[config.mk]
export PLATFORM = sky130hd
export DESIGN_NAME = time_jump_sequencer
export DESIGN_NICKNAME = d
export VERILOG_FILES = /design/src/rtl/time_jump_sequencer_pkg.sv /design/src/rtl/time_jump_sequencer_fuel_sat_adder.sv /design/src/rtl/time_jump_sequencer.sv
export SDC_FILE = /design/constraint.sdc
export NUM_CORES = 1
export LEC_CHECK = 0
export ABC_AREA = 1
export CORE_MARGIN = 3
export CORE_UTILIZATION = 47
export CTS_CLUSTER_DIAMETER = 60
export DETAILED_ROUTE_END_ITERATION = 8
export PLACE_DENSITY_LB_ADDON = 0.15
export SETUP_SLACK_MARGIN = 0.05
export SLEW_MARGIN = 0
export SYNTH_ARGS = -nofsm -noshare
export SYNTH_HDL_FRONTEND = slang
export SYNTH_SLANG_ARGS = --single-unit
[constraint.sdc]
create_clock -name clk -period 3 [get_ports clk]
set_input_delay 0.6 -clock clk [delete_from_list [all_inputs] [get_ports clk]]
set_output_delay 0.6 -clock clk [all_outputs]
set_load 0.05 [all_outputs]
[src/rtl/time_jump_sequencer_pkg.sv]
// Shared codes and defaults for the jump sequencer stage.
// Loader codes must match the ship-loading stage exactly.
package time_jump_sequencer_pkg;

    typedef enum logic [2:0] {
        ST_IDLE  = 3'b001,
        ST_FUEL  = 3'b011,
        ST_COUNT = 3'b100,
        ST_JUMP  = 3'b101,
        ST_FAULT = 3'b111
    } state_e;

    localparam logic [2:0] LOAD_LOADED = 3'b010;
    localparam logic [2:0] LOAD_EMPTY  = 3'b111;

    localparam logic [3:0] FUEL_REQ_DEF    = 4'd12;
    localparam logic [3:0] COUNT_START_DEF = 4'd10;

    // Full-adder cell: returns {carry_out, sum}.
    function automatic logic [1:0] full_add(input logic a, input logic b, input logic cin);
        full_add = {(a & b) | (a & cin) | (b & cin), a ^ b ^ cin};
    endfunction

endpackage

[src/rtl/time_jump_sequencer_fuel_sat_adder.sv]
// Ripple-carry adder from full-adder cells; a carry out clamps the sum to all-ones.
module fuel_sat_adder
    import time_jump_sequencer_pkg::*;
#(
    parameter int FUEL_W = 4
) (
    input  logic [FUEL_W-1:0] i_a,
    input  logic [FUEL_W-1:0] i_b,
    output logic [FUEL_W-1:0] o_sum
);
    logic [FUEL_W:0]   w_c;
    logic [FUEL_W-1:0] w_s;

    assign w_c[0] = 1'b0;

    for (genvar g = 0; g < FUEL_W; g++) begin : g_fa
        assign {w_c[g+1], w_s[g]} = full_add(i_a[g], i_b[g], w_c[g]);
    end

    assign o_sum = w_c[FUEL_W] ? {FUEL_W{1'b1}} : w_s;

endmodule

[src/rtl/time_jump_sequencer.sv]
// Fuel / countdown / jump-fire sequencer fed by the loader's next-state code.
// FAULT is sticky until abort; JUMP is committed and ignores abort and loader status.
module time_jump_sequencer
    import time_jump_sequencer_pkg::*;
#(
    parameter int                 FUEL_W      = 4,
    parameter logic [FUEL_W-1:0]  FUEL_REQ    = FUEL_REQ_DEF,
    parameter int                 COUNT_W     = 4,
    parameter logic [COUNT_W-1:0] COUNT_START = COUNT_START_DEF
) (
    input  logic               clk,
    input  logic               reset_n,
    input  logic [2:0]         load_state,
    input  logic               launch_req,
    input  logic               abort,
    input  logic               fuel_valid,
    input  logic [FUEL_W-1:0]  fuel_units,
    output logic [2:0]         state_out,
    output logic [FUEL_W-1:0]  fuel_level,
    output logic [COUNT_W-1:0] countdown,
    output logic               jump_fire,
    output logic               busy,
    output logic               fault
);
    state_e             r_state, w_nstate;
    logic [FUEL_W-1:0]  r_fuel, w_nfuel, w_fuel_sum;
    logic [COUNT_W-1:0] r_count, w_ncount;
    logic               w_loaded;

    assign w_loaded = (load_state == LOAD_LOADED);

    fuel_sat_adder #(.FUEL_W(FUEL_W)) u_add (
        .i_a  (r_fuel),
        .i_b  (fuel_units),
        .o_sum(w_fuel_sum)
    );

    always_comb begin
        w_nstate = r_state;
        w_nfuel  = r_fuel;
        w_ncount = r_count;
        unique case (r_state)
            ST_IDLE: begin
                if (launch_req) w_nstate = w_loaded ? ST_FUEL : ST_FAULT;
            end
            ST_FUEL, ST_COUNT: begin
                if (abort) begin
                    w_nstate = ST_IDLE;
                    w_ncount = '0;
                end else if (!w_loaded) begin
                    w_nstate = ST_FAULT;
                    w_ncount = '0;
                end else if (r_state == ST_FUEL) begin
                    if (fuel_valid) w_nfuel = w_fuel_sum;
                    // Exit decision uses the level before this cycle's fuel lands.
                    if (r_fuel >= FUEL_REQ) begin
                        w_nstate = ST_COUNT;
                        w_ncount = COUNT_START;
                    end
                end else if (r_count == '0) begin
                    w_nstate = ST_JUMP;
                end else begin
                    w_ncount = r_count - COUNT_W'(1);
                end
            end
            ST_JUMP: begin
                w_nstate = ST_IDLE;
                w_nfuel  = '0;
                w_ncount = '0;
            end
            ST_FAULT: begin
                if (abort) w_nstate = ST_IDLE;
            end
            default: w_nstate = ST_IDLE;
        endcase
    end

    always_ff @(posedge clk) begin
        if (!reset_n) begin
            r_state <= ST_IDLE;
            r_fuel  <= '0;
            r_count <= '0;
        end else begin
            r_state <= w_nstate;
            r_fuel  <= w_nfuel;
            r_count <= w_ncount;
        end
    end

    assign state_out  = r_state;
    assign fuel_level = r_fuel;
    assign countdown  = r_count;
    assign jump_fire  = (r_state == ST_JUMP);
    assign busy       = (r_state == ST_FUEL) || (r_state == ST_COUNT) || (r_state == ST_JUMP);
    assign fault      = (r_state == ST_FAULT);

endmodule

# == Word level (Yosys, flattened, before mapping) ==
# Index checks and enable logic that the tools add are counted.
# word_totals
register_bits,11
latch_bits,0
mem_bits_rw,0
rom_bits,0
input_bits,12
out_inout_bits,14
elab_cells,72
memories,0
# op_classes
n_addsub,1
multipliers,0
n_div,0
magnitude_cmp,1
n_eq_ne,15
shift,0
mux,21
bitwise_logic,23
reduce_logical,8
# ops
operator,count
2-to-1 mux 4 bit,10
2-to-1 mux 3 bit,8
one-hot mux 4 bit (2 select lines),2
"inequality test 5 bit, second input constant",3
"inequality test 2 bit, second input constant",6
AND 1 bit,10
"== test 3 bit, second input constant",3
one-hot mux 3 bit (3 select lines),1
bitwise XOR 1 bit,7
"== test 3 x 2 -> 1 bit, second input constant",2
OR 1 bit,6
AND reduction 5 bit,1
"greater-or-equal comparator 4 bit, second input constant",1
zero test 4 bit,1
AND reduction 4 bit,1
"subtractor 4 x 1 -> 4 bit, second input constant",1
"== test 3 x 1 -> 1 bit, second input constant",1
AND reduction 3 bit,1
logical OR 1 bit,2
nonzero test 2 bit,1
OR reduction 2 bit,1

# == Longest topological paths before layout ==
# Gate-level depths: netlist of the first run.
# logic_depth
depth_word,16
depth_mapped,10
mapped_depth_nobuf,10

# == Cells and area by module ==
# From an unflattened synthesis of the first run, not the netlist that was laid out.
# hier_totals
hier_cells,130
area_unflattened_um2,824.5
# modules_own_cells
mod,instances,cells_each,area_each_um2
time_jump_sequencer,1,116,714.4
fuel_sat_adder,1,14,110.1

# == Worst setup path after synthesis of the first run ==
# OpenSTA, ideal clock, no wires.
# synth_path
kind,input port to flip-flop
from,in fuel_units[0]
to,reg r_fuel[2] (netlist: fuel_level[2])
setup_ns,0.115
arrival_ns,2.240
t_required_ns,2.885
slack_ns,0.645
path_stages,8
path_cell_list,ha_1 -> fa_1 -> fa_1 -> fa_1 -> o21ai_0 -> nand2_1 -> nand2_1 -> nor2_1
# synth_via
elab_chain_len,16
word_cells_on_any_way,20
# synth_lines
item,line,source
"start, declared",time_jump_sequencer.sv:17,"input logic [FUEL_W-1:0] fuel_units,"
AND 1 bit (*),time_jump_sequencer_pkg.sv:21,"full_add = {(a & b) | (a & cin) | (b & cin), a ^ b ^ cin};"
AND 1 bit,time_jump_sequencer_pkg.sv:21,
OR 1 bit,time_jump_sequencer_pkg.sv:21,
OR 1 bit (*),time_jump_sequencer_pkg.sv:21,
AND 1 bit,time_jump_sequencer_pkg.sv:21,
OR 1 bit (2 in series),time_jump_sequencer_pkg.sv:21,
AND 1 bit,time_jump_sequencer_pkg.sv:21,
OR 1 bit (2 in series),time_jump_sequencer_pkg.sv:21,
2-to-1 mux 4 bit (*),time_jump_sequencer_fuel_sat_adder.sv:20,assign o_sum = w_c[FUEL_W] ? {FUEL_W{1'b1}} : w_s;
2-to-1 mux 4 bit (*),time_jump_sequencer.sv:54,if (fuel_valid) w_nfuel = w_fuel_sum;
2-to-1 mux 4 bit (*),time_jump_sequencer.sv:53,end else if (r_state == ST_FUEL) begin
2-to-1 mux 4 bit (*),time_jump_sequencer.sv:50,end else if (!w_loaded) begin
2-to-1 mux 4 bit (*),time_jump_sequencer.sv:47,if (abort) begin
one-hot mux 4 bit (2 select lines) (*),time_jump_sequencer.sv:42,unique case (r_state)
"end signal, assigned",time_jump_sequencer.sv:85,r_fuel <= w_nfuel;
"end, declared",time_jump_sequencer.sv:26,"logic [FUEL_W-1:0] r_fuel, w_nfuel, w_fuel_sum;"
# Every way passes the cells marked *; elsewhere a longest branch is shown, timed or not. The select of a mux whose other input is x is not followed.
# A chain may end at the register's enable or synchronous reset.

# == Worst setup path in the final report of the first run ==
# layout_path
from,in fuel_units[0]
to,reg r_fuel[0] (netlist: fuel_level[0])
# layout_via
elab_chain_len,16
word_cells_on_any_way,20
# layout_lines
item,line
AND 1 bit (2 in series),time_jump_sequencer_pkg.sv:21
OR 1 bit (2 in series),time_jump_sequencer_pkg.sv:21
AND 1 bit,time_jump_sequencer_pkg.sv:21
OR 1 bit (2 in series),time_jump_sequencer_pkg.sv:21
AND 1 bit,time_jump_sequencer_pkg.sv:21
OR 1 bit (2 in series),time_jump_sequencer_pkg.sv:21
2-to-1 mux 4 bit (*),time_jump_sequencer_fuel_sat_adder.sv:20
2-to-1 mux 4 bit (*),time_jump_sequencer.sv:54
2-to-1 mux 4 bit (*),time_jump_sequencer.sv:53
2-to-1 mux 4 bit (*),time_jump_sequencer.sv:50
2-to-1 mux 4 bit (*),time_jump_sequencer.sv:47
one-hot mux 4 bit (2 select lines) (*),time_jump_sequencer.sv:42
# Marked as above.

==> results of run 1 <==
==> logic make-up after synthesis <==
logic type / Yosys count / synth area share (%)
simple gates: 85 / 46.4
buf+inv: 21 / 8.80
flops: 11 / 24.2
compound gates: 15 / 9.90
fa+ha+maj: 6 / 10.7
==> cell type report <==
class	count	share of cell area (%)
sequential	11	18.2
multi-input combinational	106	50.3
tap	25	2.58
timing repair buffer	25	20.6
inverter	20	6.19
clock buffer	4	2.17
==> through the flow <==
step / power [µW] / hold WS, ns / area [µm²]
2_1_floorplan: 906 / 0.693 / 910
3_3_place_gp: 1120 / 0.480 / 1190
3_5_place_dp: 1140 / 0.483 / 1190
4_1_cts: 1240 / 0.495 / 1210
5_1_grt: 1350 / 0.521 / 1210
6_report: 1230 / 0.488 / 1210
==> power groups by stage <==
stage / Sequential, µW / Clock, µW / Combinational, µW
4_1_cts: 252 / 103 / 888
2_1_floorplan: 385 / 0 / 521
6_report: 252 / 98.5 / 882
3_5_place_dp: 255 / 0 / 884
5_1_grt: 263 / 111 / 971
3_3_place_gp: 253 / 0 / 869
==> state kept, by name (all words and copies together), names as in the netlist <==
| register | cells |
|---|---|
| state_out | 3 |
| countdown | 4 |
| fuel_level | 4 |
==> layout by cell type (no fill, tap or decap) <==
cell type        instances
nand3_4                  2
nor3_1                   2
inv_2                    4
nand2_1                 33
ha_1                     3
clkbuf_4                 3
nand3_1                  8
nand2_4                  2
nand2_2                  4
nor2_2                   3
nor2_4                   2
dfxtp_1                 11
o21ai_0                  7
clkbuf_1                 1
nor2_1                  26
nand3_2                  2
a21oi_4                  1
inv_1                   16
clkdlybuf4s50_1         25
fa_1                     3
o21ai_2                  1
a21oi_1                  6
nand4_1                  1
==> path summary, 6_finish.rpt <==
path                            cells after the start                         end                       start  slack [ns]
worst max-delay path                                9  fuel_level[0]$_SDFFE_PN0P_               fuel_units[0]        0.37
worst max register to register                      8  fuel_level[0]$_SDFFE_PN0P_  fuel_level[0]$_SDFFE_PN0P_        0.80
worst min register to register                      2   countdown[1]$_SDFFE_PN0P_   countdown[1]$_SDFFE_PN0P_        0.49
worst min-delay path                                2   countdown[1]$_SDFFE_PN0P_   countdown[1]$_SDFFE_PN0P_        0.49
==> metal layers <==
metal / up-vias / GRT usage (%)
met5: - / 0
met4: 0 / 4.15
met3: 2 / 3.63
met2: 26 / 30.7
met1: 389 / 25.1
li1: 486 / -
==> Yosys cell counts <==
master | instances | area [µm²]
dfxtp_1 | 11 | 220
nand3_2 | 2 | 20.0
nand4_1 | 1 | 6.26
nand3_1 | 8 | 40.0
nand2_2 | 4 | 25.0
o21ai_2 | 1 | 8.76
nor2_4 | 2 | 22.5
fa_1 | 3 | 60.1
inv_2 | 4 | 15.0
o21ai_0 | 7 | 35.0
a21oi_1 | 6 | 30.0
a21oi_4 | 1 | 16.3
nor2_2 | 3 | 18.8
nand2_4 | 2 | 22.5
inv_1 | 16 | 60.1
nand2_1 | 33 | 124
nor2_1 | 26 | 97.6
nand3_4 | 2 | 35.0
nor3_1 | 2 | 10.0
ha_1 | 3 | 37.5
buf_2 | 1 | 5.00
==> worst max-delay path, stage by stage <==
cell and delay, ns:
clkdlybuf4s50_1 0.40, ha_1 0.21, fa_1 0.38, fa_1 0.40, fa_1 0.42, o21ai_0 0.20, nand2_1 0.07, nand2_1 0.06
nor2_1 0.05
==> key figures, run 1 <==
Run status
  • Status: completed

Place
  • Placer Congestion: 0.853
  • I/O Buffers: 25
  • Post-DP HPWL: 1700 µm
  • DP Worst Slack: 0.0758 ns
  • Placed cell count: 187

Pwr
  • Seq pwr share: 20.5%
  • Cell leakage power: 0.000580 µW
  • Pwr dens: 1020 mW/mm²
  • Combinational power share: 71.5%
  • Sw power: 692 µW
  • Clk pwr share: 8.0%
  • Peak supply drop: 568 µV
  • Internal power: 541 µW
  • Sw Ratio: 56.1%

Floorplanning
  • Die Wd: 50.0 µm
  • Starting Density: 51.0%
  • Die ar.: 0.00250 mm²
  • Number of placed I/O pins: 26
  • DIE HEIGHT: 50.0 µm
  • Core area: 0.00178 mm²
  • Std cell rows: 15

Clock network
  • Total CTS buffers: 3
  • Clk pin slew, worst setup/hold paths: 0.07 ns
  • CTS resizes: 0
  • Clock sinks: 11
  • Clock Latency Late Sink: 0.26 ns
  • CTS tree: yes
  • Setup Fix Bufs, Post-CTS: 0
  • Post-cts hold buffer count: 0
  • CTS root buf: clkbuf_4
  • Clock buffer depth: 2
  • CTS H-tree depth: 1

Global route
  • Initial antenna violation count: 0
  • Gr ovfl total: 0
  • GRT Util Overall: 18.7%
  • First-pass GRT wire length: 3740 µm
  • Vias in the first global route: 857
  • Largest net degree at the start of global routing: 11

Setup path
  • Critical path data required time: 3.16 ns
  • Crit path DAT: 2.79 ns
  • Critical path peak fanout: 4
  • Worst setup EP type: flop
  • Setup Crit Path Kind: in -> reg
  • Startpoint Class: input port

STA
  • Final Hold Vio Count: 0
  • Fmax: 0.380 GHz
  • # setup viols final: 0
  • Max-slew headroom: 65.7%
  • RSZ-0062 raised after global routing: no
  • Final worst slack: 0.371 ns
  • Final max-slew violation count: 0
  • Tightest Pin Transition: 0.513 ns
  • Tmin final: 2.63 ns
  • Post-route clock skew: 0.00438 ns
  • Fin crit share: 87.6%
  • Setup TNS: 0 ns

Drt
  • WL/cell: 10.8 µm
  • DR WL met3: 131 µm
  • Met1 wire length: 970 µm
  • DR pass1 iterations: 4
  • Routed vias/inst: 4.73
  • DR WL met2: 956 µm
  • DRC viols: 0
  • Total number of vias: 903
  • Total Routed Length: 2070 µm
  • Detail Route Antenna Nets: 0
  • Top sig layer: met4
  • Starting DRC count in detailed routing: 13

Finish
  • Cell Count, Final, Fillers Out: 191
  • Layout fillers: 172
  • Synth-to-layout area growth: 33.3%
  • Sequential Area: 220 µm²
  • Fin util: 68.0%
  • Multi-input gate area: 609 µm²
  • Ratio of cells with drive above 1 in the final layout: 14.5%
  • Ant. Diodes: 0
  • Final nets: 185

Yosys
  • Syn Area/Cell: 6.59 µm²
  • Synthesized area: 910 µm²
  • Register bit count reported by yosys: 11
  • Syn Inst Count: 138
  • Syn Nets: 156
  • Yosys warnings: 0
  • Seq/Total Area, Yosys: 24.2%
  • Count of cell types in the netlist: 21

Run
  • # Max-Cap Violations: 0

Min path
  • Tightest Hold Check Type: reg -> reg
No activity file was read; power rests on OpenSTA's default activity.
==> inputs of run 2 (changes only) <==
--- a/config.mk
+++ b/config.mk
@@ -10,7 +10,7 @@
 export CORE_UTILIZATION = 47
 export CTS_CLUSTER_DIAMETER = 60
 export DETAILED_ROUTE_END_ITERATION = 8
-export PLACE_DENSITY_LB_ADDON = 0.15
+export PLACE_DENSITY = 0.76
 export SETUP_SLACK_MARGIN = 0.05
 export SLEW_MARGIN = 0
 export SYNTH_ARGS = -nofsm -noshare
==> key figures, run 2 (same netlist as run 1, synthesis figures left out) <==
Finish
  • Ant. Diodes: 0
  • Fin area: 0.00121 mm²
  • Multi-input gate area: 609 µm²
  • Layout fillers: 159
  • Ratio of cells with drive above 1 in the final layout: 14.5%
  • Commonest non-fill, non-tap cell in the layout: nand2_1
  • Sequential Area: 220 µm²
  • Commonest cells after routing, fill and taps aside: 33 x nand2_1, 26 x nor2_1, 25 x clkdlybuf4s50_1, 16 x inv_1, 11 x dfxtp_1
  • Synth-to-layout area growth: 33.3%
  • Final nets: 185

Setup path
  • Top delay family on crit path: adder cells
  • Critical path data required time: 3.18 ns
  • Critical path peak fanout: 4
  • WP buf/inv: 1
  • Crit path DAT: 2.84 ns
  • CP cell instances: clkdlybuf4s50_1 > ha_1 > fa_1 > fa_1 > fa_1 > o21ai_0 > nand2_1 > nand2_1 > nor2_1
  • Worst setup EP type: flop
  • Worst r2r src: fuel_level[0]$_SDFFE_PN0P_
  • Startpoint Class: input port
  • Worst Setup SP: fuel_units[0]
  • Most used cell, CP: fa_1
  • Setup Crit Path Kind: in -> reg
  • CP max stage cell: clkdlybuf4s50_1
  • Crit-path max cell delay: 0.42 ns

Drt
  • DRC viols: 0
  • Total Routed Length: 2110 µm
  • Starting DRC count in detailed routing: 14
  • DR pass1 iterations: 4
  • WL/cell: 11.0 µm
  • Routed vias/inst: 4.95
  • Detail Route Antenna Nets: 0
  • Total number of vias: 945

Global route
  • GRT Util Overall: 20.2%
  • Largest net degree at the start of global routing: 11
  • Vias in the first global route: 953
  • First-pass GRT wire length: 3950 µm
  • Gr ovfl total: 0
  • Initial antenna violation count: 0

Pwr
  • Pwr dens: 1030 mW/mm²
  • Total Power: 1240 µW
  • Clk pwr share: 8.7%
  • Peak supply drop: 738 µV
  • Internal power: 542 µW
  • Sw Ratio: 56.4%
  • Cell leakage power: 0.000580 µW
  • Sw power: 701 µW
  • Combinational power share: 71.2%
  • Seq pwr share: 20.2%

Run status
  • Status: completed

STA
  • Max-slew headroom: 66.0%
  • Final Hold Vio Count: 0
  • Tightest Pin Transition: 0.509 ns
  • Tmin final: 2.66 ns
  • # setup viols final: 0
  • Fmax: 0.376 GHz
  • Setup TNS: 0 ns
  • Post-route clock skew: 0.00152 ns
  • RSZ-0062 raised after global routing: no
  • Final worst slack: 0.339 ns
  • Fin crit share: 88.7%
  • Final max-slew violation count: 0

Floorplanning
  • DIE HEIGHT: 50.0 µm
  • Number of placed I/O pins: 26
  • Core area: 0.00178 mm²
  • Die ar.: 0.00250 mm²
  • Std cell rows: 15
  • Starting Density: 51.0%
  • Die Wd: 50.0 µm

Clock network
  • CTS H-tree depth: 1
  • Clock sinks: 11
  • Clock Latency Late Sink: 0.27 ns
  • Clk pin slew, worst setup/hold paths: 0.08 ns
  • CTS root buf: clkbuf_4
  • CTS resizes: 0
  • Setup Fix Bufs, Post-CTS: 0
  • Post-cts hold buffer count: 0
  • Clock buffer depth: 2
  • Total CTS buffers: 3
  • CTS tree: yes

Run
  • # Max-Cap Violations: 0

Place
  • Placed cell areas: 0.00119 mm²
  • Post-DP HPWL: 1720 µm
  • DP Worst Slack: 0.0597 ns
  • I/O Buffers: 25
  • Placer Congestion: 0.855

Min path
  • Hold path start: countdown[1]$_SDFFE_PN0P_
  • Tightest Hold Check Type: reg -> reg
-- run 2: power by group through the flow --
stage          logic, µW  registers [µW]  clock network, µW
4_1_cts              890             251                111
5_1_grt              981             261                120
3_5_place_dp         886             254                  0
3_3_place_gp         869             254                  0
2_1_floorplan        521             385                  0
6_report             885             251                108
-- run 2: worst reg2reg max path: cells and delay by family, from the launching register on --
kind | cells | cell delay, ns
AND/OR/NAND/NOR | 3 | 0.18
adder cells (fa/ha/maj) | 4 | 1.42
flip-flops | 1 | 0.33
AO/OA/AOI/OAI | 1 | 0.21
-- run 2: stage by stage --
step	instances	hold slack [ns]	util (%)
4_1_cts	191	0.485	68.0
2_1_floorplan	138	0.693	-
3_5_place_dp	187	0.473	66.5
5_1_grt	191	0.527	68.0
3_3_place_gp	187	0.475	66.5
6_report	191	0.481	68.0
-- run 2: final cells by class --
| cell class | instances | share of cell area, % |
|---|---|---|
| Tap cell | 25 | 2.58 |
| Clock buffer | 4 | 2.17 |
| Inverter | 20 | 6.19 |
| Timing Repair Buffer | 25 | 20.6 |
| Sequential cell | 11 | 18.2 |
| Multi-Input combinational cell | 106 | 50.3 |
-- run 2: worst paths after layout --
path                                     end  slack (ns)  cells past startpoint
setup reg to reg  fuel_level[0]$_SDFFE_PN0P_        0.77                      8
hold reg to reg    countdown[1]$_SDFFE_PN0P_        0.48                      2
hold / removal     countdown[1]$_SDFFE_PN0P_        0.48                      2
setup / recovery  fuel_level[0]$_SDFFE_PN0P_        0.34                      9
-- run 2: routing by layer --
metal  global-route usage [%]  wire, µm  up-vias
li1                         -         -      486
met1                     25.0       993      426
met2                     32.8       959       28
met3                     4.53       126        5
met4                     9.22        31        0
met5                        0         0        -
==> inputs of run 3 (changes only) <==
--- a/config.mk
+++ b/config.mk
@@ -11,6 +11,7 @@
 export CTS_CLUSTER_DIAMETER = 60
 export DETAILED_ROUTE_END_ITERATION = 8
 export PLACE_DENSITY = 0.76
+export RECOVER_POWER = 100
 export SETUP_SLACK_MARGIN = 0.05
 export SLEW_MARGIN = 0
 export SYNTH_ARGS = -nofsm -noshare
==> key figures, run 3 (same netlist as run 1, synthesis figures left out) <==
Run status
  • Status: completed

Drt
  • Total Routed Length: 2100 µm
  • Total number of vias: 944
  • Routed vias/inst: 4.94
  • DRC viols: 0
  • DR pass1 iterations: 4
  • Starting DRC count in detailed routing: 14
  • WL/cell: 11.0 µm
  • Detail Route Antenna Nets: 0

STA
  • # setup viols final: 0
  • Setup TNS: 0 ns
  • RSZ-0062 raised after global routing: no
  • Max-slew headroom: 65.4%
  • Final Hold Vio Count: 0
  • Final max-slew violation count: 0
  • Fmax: 0.376 GHz
  • Tmin final: 2.66 ns
  • Fin crit share: 88.7%
  • Tightest Pin Transition: 0.517 ns
  • Final worst slack: 0.339 ns
  • Post-route clock skew: 0.00235 ns

Clock network
  • Clock buffer depth: 2
  • CTS root buf: clkbuf_4
  • CTS H-tree depth: 1
  • Total CTS buffers: 3
  • Clock sinks: 11
  • Post-cts hold buffer count: 0
  • Clk pin slew, worst setup/hold paths: 0.08 ns
  • Setup Fix Bufs, Post-CTS: 0
  • CTS tree: yes
  • CTS resizes: 0
  • Clock Latency Late Sink: 0.27 ns

Setup path
  • FF-to-FF End: fuel_level[0]$_SDFFE_PN0P_
  • Worst r2r src: fuel_level[0]$_SDFFE_PN0P_
  • R2R cell count: 8
  • Crit path DAT: 2.84 ns
  • Setup Crit Path Kind: in -> reg
  • Worst Setup SP: fuel_units[0]
  • Critical path peak fanout: 4
  • Worst setup EP type: flop
  • Reg-to-reg setup timing slack: 0.77 ns
  • Startpoint Class: input port
  • Critical path data required time: 3.18 ns

Pwr
  • Peak supply drop: 707 µV
  • Pwr dens: 1010 mW/mm²
  • Cell leakage power: 0.000603 µW
  • Seq pwr share: 20.7%
  • Sw Ratio: 57.6%
  • Combinational power share: 70.4%
  • Sw power: 692 µW
  • Clk pwr share: 8.9%
  • Internal power: 509 µW

Floorplanning
  • Starting Density: 51.0%
  • Core area: 0.00178 mm²
  • Number of placed I/O pins: 26
  • Die ar.: 0.00250 mm²
  • Die Wd: 50.0 µm
  • Std cell rows: 15
  • DIE HEIGHT: 50.0 µm

Finish
  • Ant. Diodes: 0
  • Ratio of cells with drive above 1 in the final layout: 12.7%
  • Final nets: 185
  • Commonest non-fill, non-tap cell in the layout: nand2_1
  • Commonest cells after routing, fill and taps aside: 33 x nand2_1, 27 x nor2_1, 16 x inv_1, 15 x dlygate4sd3_1, 11 x dfxtp_1
  • Synth-to-layout area growth: 30.5%

Place
  • DP Worst Slack: 0.0597 ns
  • Post-DP HPWL: 1720 µm
  • Placer Congestion: 0.855
  • I/O Buffers: 25

Min path
  • Hold path start: countdown[1]$_SDFFE_PN0P_
  • Worst Hold End: countdown[1]$_SDFFE_PN0P_
  • Hold Path Cell Cnt: 2
  • Tightest Hold Check Type: reg -> reg

Global route
  • Largest net degree at the start of global routing: 11
  • Gr ovfl total: 0
  • GRT Util Overall: 20.2%
  • First-pass GRT wire length: 3950 µm
  • Vias in the first global route: 953
  • Initial antenna violation count: 0

Run
  • # Max-Cap Violations: 0
==> run 3: cell types whose count changed in the layout (fill, tap and decap cells not counted), sizes merged <==
cell	before	now
dlygate4sd3	0	15
clkdlybuf4s50	25	10
==> run 3: through the flow <==
stage	instances	cell area (µm²)	power, µW	utilization, %	hold slack, ns
CTS	191	1210	1250	68.0	0.485
finish	191	1190	1200	66.6	0.479
floorplan	138	910	906	-	0.693
detailed placement	187	1190	1140	66.5	0.473
global route	191	1190	1320	66.6	0.525
global placement	187	1190	1120	66.5	0.475
==> run 3: worst max-delay path, stage by stage <==
cell	delay, ns
clkdlybuf4s50_1	0.42
ha_1	0.22
fa_1	0.40
fa_1	0.40
fa_1	0.42
o21ai_0	0.21
nand2_1	0.07
nand2_1	0.06
nor2_1	0.05
==> run 3: power by group through the flow <==
stage	clock (µW)	combinational (µW)	sequential (µW)
floorplan	0	521	385
global placement	0	869	254
detailed placement	0	886	254
CTS	111	890	251
global route	120	940	259
finish	108	845	249
==> run 3: cell type report <==
cell class              count  area [µm²]
fillers                   164         596
inverters                  20        75.1
flip-flops and latches     11         220
clock buffers               4        26.3
well taps                  25        31.3
multi-input cells         106         584
repair buffers             25         250
==> run 3: how the worst max path moves through the flow <==
stage | endpoint | slack (ns) | depth (start not counted)
finish | fuel_level[0]$_SDFFE_PN0P_ | 0.34 | 9
global route | fuel_level[1]$_SDFFE_PN0P_ | 0.23 | 9
CTS | fuel_level[0]$_SDFFE_PN0P_ | 0.34 | 9
detailed placement | fuel_level[0]$_SDFFE_PN0P_ | 0.06 | 9
global placement | fuel_level[1]$_SDFFE_PN0P_ | 0.12 | 9
floorplan | fuel_level[2]$_SDFFE_PN0P_ | 0.65 | 8
==> run 3: routing by layer <==
| layer | share of wire [%] | wire length, µm | up-vias | global-route usage [%] |
|---|---|---|---|---|
| li1 | - | - | 488 | - |
| met1 | 47 | 980 | 426 | 25.0 |
| met2 | 46 | 962 | 25 | 32.8 |
| met3 | 5.9 | 124 | 5 | 4.53 |
| met4 | 1.5 | 31 | 0 | 9.22 |
| met5 | 0 | 0 | - | 0 |
